[src/rtl/otter_pkg.sv]
// Shared OTTER pipeline types: base opcodes, forward-select encoding and
// the hazard controller state set, plus register-use decode helpers.
package otter_pkg;

    typedef enum logic [6:0] {
        LUI    = 7'b0110111,
        AUIPC  = 7'b0010111,
        JAL    = 7'b1101111,
        JALR   = 7'b1100111,
        BRANCH = 7'b1100011,
        LOAD   = 7'b0000011,
        STORE  = 7'b0100011,
        OP_IMM = 7'b0010011,
        OP     = 7'b0110011,
        SYSTEM = 7'b1110011
    } opcode_t;

    typedef enum logic [1:0] {
        FWD_RF  = 2'd0,
        FWD_MEM = 2'd1,
        FWD_WB  = 2'd2
    } fwd_sel_t;

    typedef enum logic [1:0] {
        ST_RUN   = 2'd0,
        ST_STALL = 2'd1,
        ST_FLUSH = 2'd2
    } state_t;

    // Bubble counts never exceed 3, so two bits always suffice.
    localparam int N_W = 2;

    function automatic logic uses_rs1(input opcode_t op);
        return !(op == LUI || op == AUIPC || op == JAL);
    endfunction

    function automatic logic uses_rs2(input opcode_t op);
        return (op == OP || op == BRANCH || op == STORE);
    endfunction

endpackage

[src/rtl/otter_hazard_detect.sv]
// Combinational RAW check of the ID instruction against EX/MEM/WB producers;
// yields the bubble count and the select the instruction needs once it reaches EX.
module otter_hazard_detect
    import otter_pkg::*;
#(
    parameter int FWD_EN         = 1,
    parameter int REGFILE_BYPASS = 1,
    parameter int LOAD_LAT       = 1
) (
    input  logic [31:0]    id_ir,
    input  logic [4:0]     ex_rd,
    input  logic           ex_regwr,
    input  logic           ex_is_load,
    input  logic [4:0]     mem_rd,
    input  logic           mem_regwr,
    input  logic [4:0]     wb_rd,
    input  logic           wb_regwr,
    output logic [N_W-1:0] n,
    output fwd_sel_t       fwd_a,
    output fwd_sel_t       fwd_b
);

    opcode_t    op;
    logic [4:0] rs1;
    logic [4:0] rs2;
    logic       use_a;
    logic       use_b;
    logic       unused_ir_bits;
    logic       ex_a, ex_b, mem_a, mem_b, wb_a, wb_b;
    logic       ex_hit, mem_hit, wb_hit;

    assign op             = opcode_t'(id_ir[6:0]);
    assign rs1            = id_ir[19:15];
    assign rs2            = id_ir[24:20];
    assign unused_ir_bits = ^{id_ir[31:25], id_ir[14:7]};
    assign use_a          = uses_rs1(op);
    assign use_b          = uses_rs2(op);

    // x0 is never a real producer, whatever the regwr flag claims.
    assign ex_a  = ex_regwr  && (ex_rd  != 5'd0) && use_a && (ex_rd  == rs1);
    assign ex_b  = ex_regwr  && (ex_rd  != 5'd0) && use_b && (ex_rd  == rs2);
    assign mem_a = mem_regwr && (mem_rd != 5'd0) && use_a && (mem_rd == rs1);
    assign mem_b = mem_regwr && (mem_rd != 5'd0) && use_b && (mem_rd == rs2);
    assign wb_a  = wb_regwr  && (wb_rd  != 5'd0) && use_a && (wb_rd  == rs1);
    assign wb_b  = wb_regwr  && (wb_rd  != 5'd0) && use_b && (wb_rd  == rs2);

    assign ex_hit  = ex_a  || ex_b;
    assign mem_hit = mem_a || mem_b;
    assign wb_hit  = wb_a  || wb_b;

    always_comb begin
        n = '0;
        if (FWD_EN != 0) begin
            if (ex_is_load && ex_hit) n = N_W'(LOAD_LAT);
        end else if (ex_hit) begin
            n = N_W'(3 - REGFILE_BYPASS);
        end else if (mem_hit) begin
            n = N_W'(2 - REGFILE_BYPASS);
        end else if (wb_hit) begin
            n = N_W'(1 - REGFILE_BYPASS);
        end
    end

    // Selects describe next cycle: today's EX producer sits in MEM, today's MEM one in WB.
    always_comb begin
        fwd_a = FWD_RF;
        fwd_b = FWD_RF;
        if (ex_a)       fwd_a = FWD_MEM;
        else if (mem_a) fwd_a = FWD_WB;
        if (ex_b)       fwd_b = FWD_MEM;
        else if (mem_b) fwd_b = FWD_WB;
    end

endmodule

[src/rtl/otter_hazard_ctrl.sv]
// OTTER hazard controller: bubble-counter FSM, branch flush and registered
// forward selects driving the PC, IF/ID and ID/EX enables and clears.
module otter_hazard_ctrl
    import otter_pkg::*;
#(
    parameter int FWD_EN         = 1,
    parameter int REGFILE_BYPASS = 1,
    parameter int LOAD_LAT       = 1,
    parameter int CNT_W          = 2
) (
    input  logic        clk,
    input  logic        rst,
    input  logic        hold,
    input  logic [31:0] id_ir,
    input  logic [4:0]  ex_rd,
    input  logic        ex_regwr,
    input  logic        ex_is_load,
    input  logic [4:0]  mem_rd,
    input  logic        mem_regwr,
    input  logic [4:0]  wb_rd,
    input  logic        wb_regwr,
    input  logic        br_taken,
    output logic        pc_write,
    output logic        if_id_en,
    output logic        if_id_clear,
    output logic        id_ex_clear,
    output logic [1:0]  fwd_a_sel,
    output logic [1:0]  fwd_b_sel,
    output logic        stall_active
);

    logic [N_W-1:0]   n;
    fwd_sel_t         raw_a;
    fwd_sel_t         raw_b;
    state_t           state, state_nx;
    logic [CNT_W-1:0] cnt, cnt_nx;
    logic [1:0]       fwd_a_nx, fwd_b_nx;
    logic             bubble;
    logic             advance;

    otter_hazard_detect #(
        .FWD_EN         (FWD_EN),
        .REGFILE_BYPASS (REGFILE_BYPASS),
        .LOAD_LAT       (LOAD_LAT)
    ) u_detect (
        .id_ir      (id_ir),
        .ex_rd      (ex_rd),
        .ex_regwr   (ex_regwr),
        .ex_is_load (ex_is_load),
        .mem_rd     (mem_rd),
        .mem_regwr  (mem_regwr),
        .wb_rd      (wb_rd),
        .wb_regwr   (wb_regwr),
        .n          (n),
        .fwd_a      (raw_a),
        .fwd_b      (raw_b)
    );

    // An external hold freezes state, counter and selects together.
    always_ff @(posedge clk or posedge rst) begin
        if (rst) begin
            state     <= ST_RUN;
            cnt       <= '0;
            fwd_a_sel <= '0;
            fwd_b_sel <= '0;
        end else if (!hold) begin
            state     <= state_nx;
            cnt       <= cnt_nx;
            fwd_a_sel <= fwd_a_nx;
            fwd_b_sel <= fwd_b_nx;
        end
    end

    always_comb begin
        state_nx     = state;
        cnt_nx       = cnt;
        bubble       = 1'b0;
        advance      = 1'b0;
        fwd_a_nx     = '0;
        fwd_b_nx     = '0;
        pc_write     = 1'b1;
        if_id_en     = 1'b1;
        if_id_clear  = 1'b0;
        id_ex_clear  = 1'b0;
        stall_active = 1'b0;

        case (state)
            ST_RUN: begin
                if (n != '0) begin
                    bubble = 1'b1;
                    if (n > N_W'(1)) begin
                        state_nx = ST_STALL;
                        cnt_nx   = CNT_W'(n - N_W'(1));
                    end
                end else begin
                    advance = 1'b1;
                end
            end
            ST_STALL: begin
                bubble = 1'b1;
                if (cnt <= CNT_W'(1)) begin
                    state_nx = ST_RUN;
                    cnt_nx   = '0;
                end else begin
                    cnt_nx = cnt - CNT_W'(1);
                end
            end
            ST_FLUSH: state_nx = ST_RUN;
            default:  state_nx = ST_RUN;
        endcase

        if (bubble) begin
            pc_write     = 1'b0;
            if_id_en     = 1'b0;
            id_ex_clear  = 1'b1;
            stall_active = 1'b1;
        end

        // A taken branch squashes whatever ID holds, so pending bubbles are moot.
        if (br_taken) begin
            pc_write     = 1'b1;
            if_id_en     = 1'b1;
            if_id_clear  = 1'b1;
            id_ex_clear  = 1'b1;
            stall_active = 1'b0;
            state_nx     = ST_FLUSH;
            cnt_nx       = '0;
            advance      = 1'b0;
        end

        if (advance && (FWD_EN != 0)) begin
            fwd_a_nx = raw_a;
            fwd_b_nx = raw_b;
        end

        if (hold) begin
            pc_write     = 1'b0;
            if_id_en     = 1'b0;
            if_id_clear  = 1'b0;
            id_ex_clear  = 1'b0;
            stall_active = 1'b0;
        end

        if (rst) begin
            pc_write     = 1'b0;
            if_id_en     = 1'b0;
            if_id_clear  = 1'b1;
            id_ex_clear  = 1'b1;
            stall_active = 1'b0;
        end
    end

endmodule

[config.mk]
export PLATFORM = sky130hd
export DESIGN_NAME = otter_hazard_ctrl
export DESIGN_NICKNAME = d
export VERILOG_FILES = /design/src/rtl/otter_pkg.sv /design/src/rtl/otter_hazard_detect.sv /design/src/rtl/otter_hazard_ctrl.sv
export SDC_FILE = /design/constraint.sdc
export NUM_CORES = 1
export LEC_CHECK = 0
export ABC_AREA = 1
export CORE_MARGIN = 8
export CORE_UTILIZATION = 30
export DETAILED_ROUTE_END_ITERATION = 8
export GPL_ROUTABILITY_DRIVEN = 0
export PLACE_DENSITY = 0.74
export SLEW_MARGIN = 20
export SYNTH_ARGS = -nofsm -noshare
export SYNTH_HDL_FRONTEND = slang
export SYNTH_HIERARCHICAL = 1
export SYNTH_SLANG_ARGS = --single-unit
[constraint.sdc]
create_clock -name clk -period 2.5 [get_ports clk]
set_clock_uncertainty 0.1 [all_clocks]
set_input_delay 0.5 -clock clk [delete_from_list [all_inputs] [get_ports clk]]
set_output_delay 0.5 -clock clk [all_outputs]
set_load 0.03 [all_outputs]
==> impl_metrics.py <==
metrics = {
    "outcome": {
        "status": "complete, but fails checks",
        "violations": "setup timing",
    },
    "cells_and_area": {
        "drive_above_1_share": 0.561,
        "antenna_cells": 0,
        "fin_cells": 331,
        "post-route-util": 0.701,
        "nets": 343,
        "fin_area_um2": 2280,
        "synthToLayoutAreaGrowth_pct": 131,
    },
    "die": {
        "coreArea_um2": 3260,
        "io_pins": 64,
        "num_rows": 21,
        "initial_utilization": 0.303,
        "dieArea_um2": 5380,
        "dieHeight_um": 73.4,
        "die_x_um": 73.4,
    },
    "timing": {
        "fin_tns_setup_ps": -754,
        "setup-violations-final": 5,
        "setup_ws_ps": -200,
        "period_needed_ps": 2700,
        "fin_crit_sh": 1.08,
        "rsz0062_at_grt": "true",
        "final-hold-violation-count": 0,
        "fmaxAchievable_mhz": 370,
        "slew_violations": 0,
    },
    "grt": {
        "grt_usage": 0.159,
        "grt_pass1_vias": 1645,
        "grtUsageMet2": 0.294,
        "grt_pass1_wl_um": 6770,
        "grt_max_degree": 9,
        "use_met1": 0.156,
        "antenna_found_initial": 0,
        "top_usage_layer": "met2",
        "gr-total-overflow": 0,
        "met3_usage": 0.0437,
    },
    "worst_setup_path": {
        "path_max_fanout": 3,
        "criticalPathCategory": "input port to output pin",
        "critPathTopFamily": "buffers and inverters",
        "slowest_delay_ps": 180,
        "crit_cells": 14,
        "crit_buf_inv": 5,
        "crit_path_top_delay_cell": "ha_2",
        "worstPathArrival_ps": 2100,
        "worstSetupEndpointType": "output pin",
        "required_ps": 1900,
        "r2r.worst_path.cells": 5,
        "worstPathCellList": "buf_12 -> xnor2_4 -> nand2_1 -> nor2_1 -> nand2_1 -> a21oi_2 -> inv_1 -> ha_2 -> inv_2 -> o21ai_2 -> buf_4 -> o21ai_4 -> nor2_4 -> buf_6",
        "crit_top_cell": "nand2_1",
        "cp-start-kind": "input port",
    },
    "synth": {
        "ys_types": 24,
        "synth.net_count": 225,
        "ys_warn_count": 6,
        "ys_seq_area_frac": 0.203,
        "ys_seq_elements": 8,
        "postSynthCellCount": 169,
        "netlist_area_um2": 987,
        "synth.avg_cell_area_um2": 5.84,
    },
    "min_path": {
        "hold_depth": 2,
        "hold_path.class": "flop to flop",
    },
    "clocking": {
        "cts_max_level": 1,
        "cts_sinks": 8,
        "cts_buffers": 3,
        "cts_tree": "done",
        "insertion_delay_ps": 250,
        "root_buffer": "clkbuf_4",
        "clk_pin_slew_worst_paths_ps": 50,
        "cts_buffer_depth": 2,
        "cts_hold_buf": 0,
    },
    "detailed_routing": {
        "drc_errors": 0,
        "ant_nets": 0,
        "dr.pass1.iters": 4,
        "drtIter0Drc": 94,
        "wl_per_cell_um": 14.3,
        "vias": 1582,
        "viasPerCell": 4.78,
        "wl_um": 4730,
    },
    "pwr": {
        "powerDensity_nw_per_um2": 269,
        "power_leakage_nw": 1.15,
        "total_power_uw": 614,
        "ir_drop_mv": 0.209,
    },
    "placed_design": {
        "placed_cells": 270,
        "io_buffers": 42,
        "dp.final_hpwl_um": 2380,
        "placed_cell_area_um2": 1580,
    },
    "job": {
        "max_cap_viol_count": 0,
    },
}
==> layer usage <==
layer  vias up  share of wire
met4         0          0.052
met5         -              0
met2        78           0.51
li1        749              -
met1       727           0.38
met3        28          0.059
==> worst min-delay path, cell delays in order (launching register included) <==
cell	delay, ps
dfrtp_1	340
nand2_1	50
nand2_1	60
==> power breakdown <==
group / leakage, nW / internal [mW] / switching, mW
clock: 0.0138 / 0.0548 / 0.0420
combinational: 1.03 / 0.207 / 0.163
sequential: 0.107 / 0.138 / 0.00997
==> flip-flops by register name (all words and copies together), names as in the netlist <==
register,cells
cnt,2
fwd_a_sel,2
fwd_b_sel,2
state,2
==> placed cells by master (no fill, tap or decap), drive strengths merged <==
cell,instances
clkdlybuf4s50,14
dfrtp,8
nand2,60
inv,25
conb,1
dlygate4sd2,1
clkbuf,3
xnor2,11
ha,1
o21bai,1
xor2,1
o21ai,5
nor4,1
nor2,24
nor3,1
nand3,16
nand3b,1
nand4,3
buf,103
or2,2
a21oi,3
==> stage by stage <==
stage	worst slack (ps)	hold WS, ps
2_1_floorplan	-109	224
5_1_grt	-317	424
6_report	-200	386
3_5_place_dp	-910	367
3_3_place_gp	-879	366
4_1_cts	-197	381
==> cells in the mapped netlist <==
cell type / count / area [um2]
nand4_1: 3 / 18.8
nand3b_1: 1 / 7.51
or2_2: 1 / 6.26
dfrtp_1: 8 / 200
or2_1: 1 / 6.26
nor2_1: 19 / 71.3
o21ai_1: 4 / 20.0
xnor2_1: 11 / 96.3
inv_2: 5 / 18.8
nand3_1: 16 / 80.1
a21oi_2: 3 / 26.3
ha_1: 1 / 12.5
nand2_2: 3 / 18.8
buf_4: 5 / 37.5
nand2_1: 57 / 214
nor2_4: 1 / 11.3
o21bai_1: 1 / 7.51
o21ai_0: 1 / 5.00
nor2_2: 4 / 25.0
conb_1: 1 / 3.75
nor4_1: 1 / 6.26
nor3_2: 1 / 10.0
inv_1: 20 / 75.1
xor2_1: 1 / 8.76
==> timing repair <==
item,in CTS,in global routing
pin swaps,36,43
buffers inserted,58,7
endpoints found under the setup margin,4,8
gates resized for setup,130,55
endpoints found under the hold margin,0,0
==> final cells by class <==
cell class,instances,area [um2]
Timing Repair Buffer,118,1020
Fill cell,231,973
Multi-Input combinational cell,131,882
Sequential cell,8,200
Inverter,25,104
Tap cell,46,57.6
Clock buffer,3,22.5
==> cells by family (layout without fill, tap and decap cells) <==
logic type	Yosys count	after routing	synth area share
and+or+nand+nor	108	108	0.482
buffers and inverters	30	146	0.133
AOI/OAI and AO/OA	9	9	0.0596
other	1	1	0.00380
adders and majority gates	1	1	0.0127
xor gates and xnor gates	12	12	0.106
DFF	8	8	0.203
==> final timing paths <==
path	from	slack, ps	endpoint
max in group asynchronous	rst	1580	fwd_a_sel[1]
min in group asynchronous	rst	590	state[0]
worst min register to register	fwd_b_sel[0]	390	fwd_b_sel[0]
worst max register to register	state[0]	1260	cnt[0]
worst max-delay path	ex_rd[4]	-200	if_id_en
worst min-delay path	fwd_b_sel[0]	390	fwd_b_sel[0]
(Power assumes the default switching activity.)
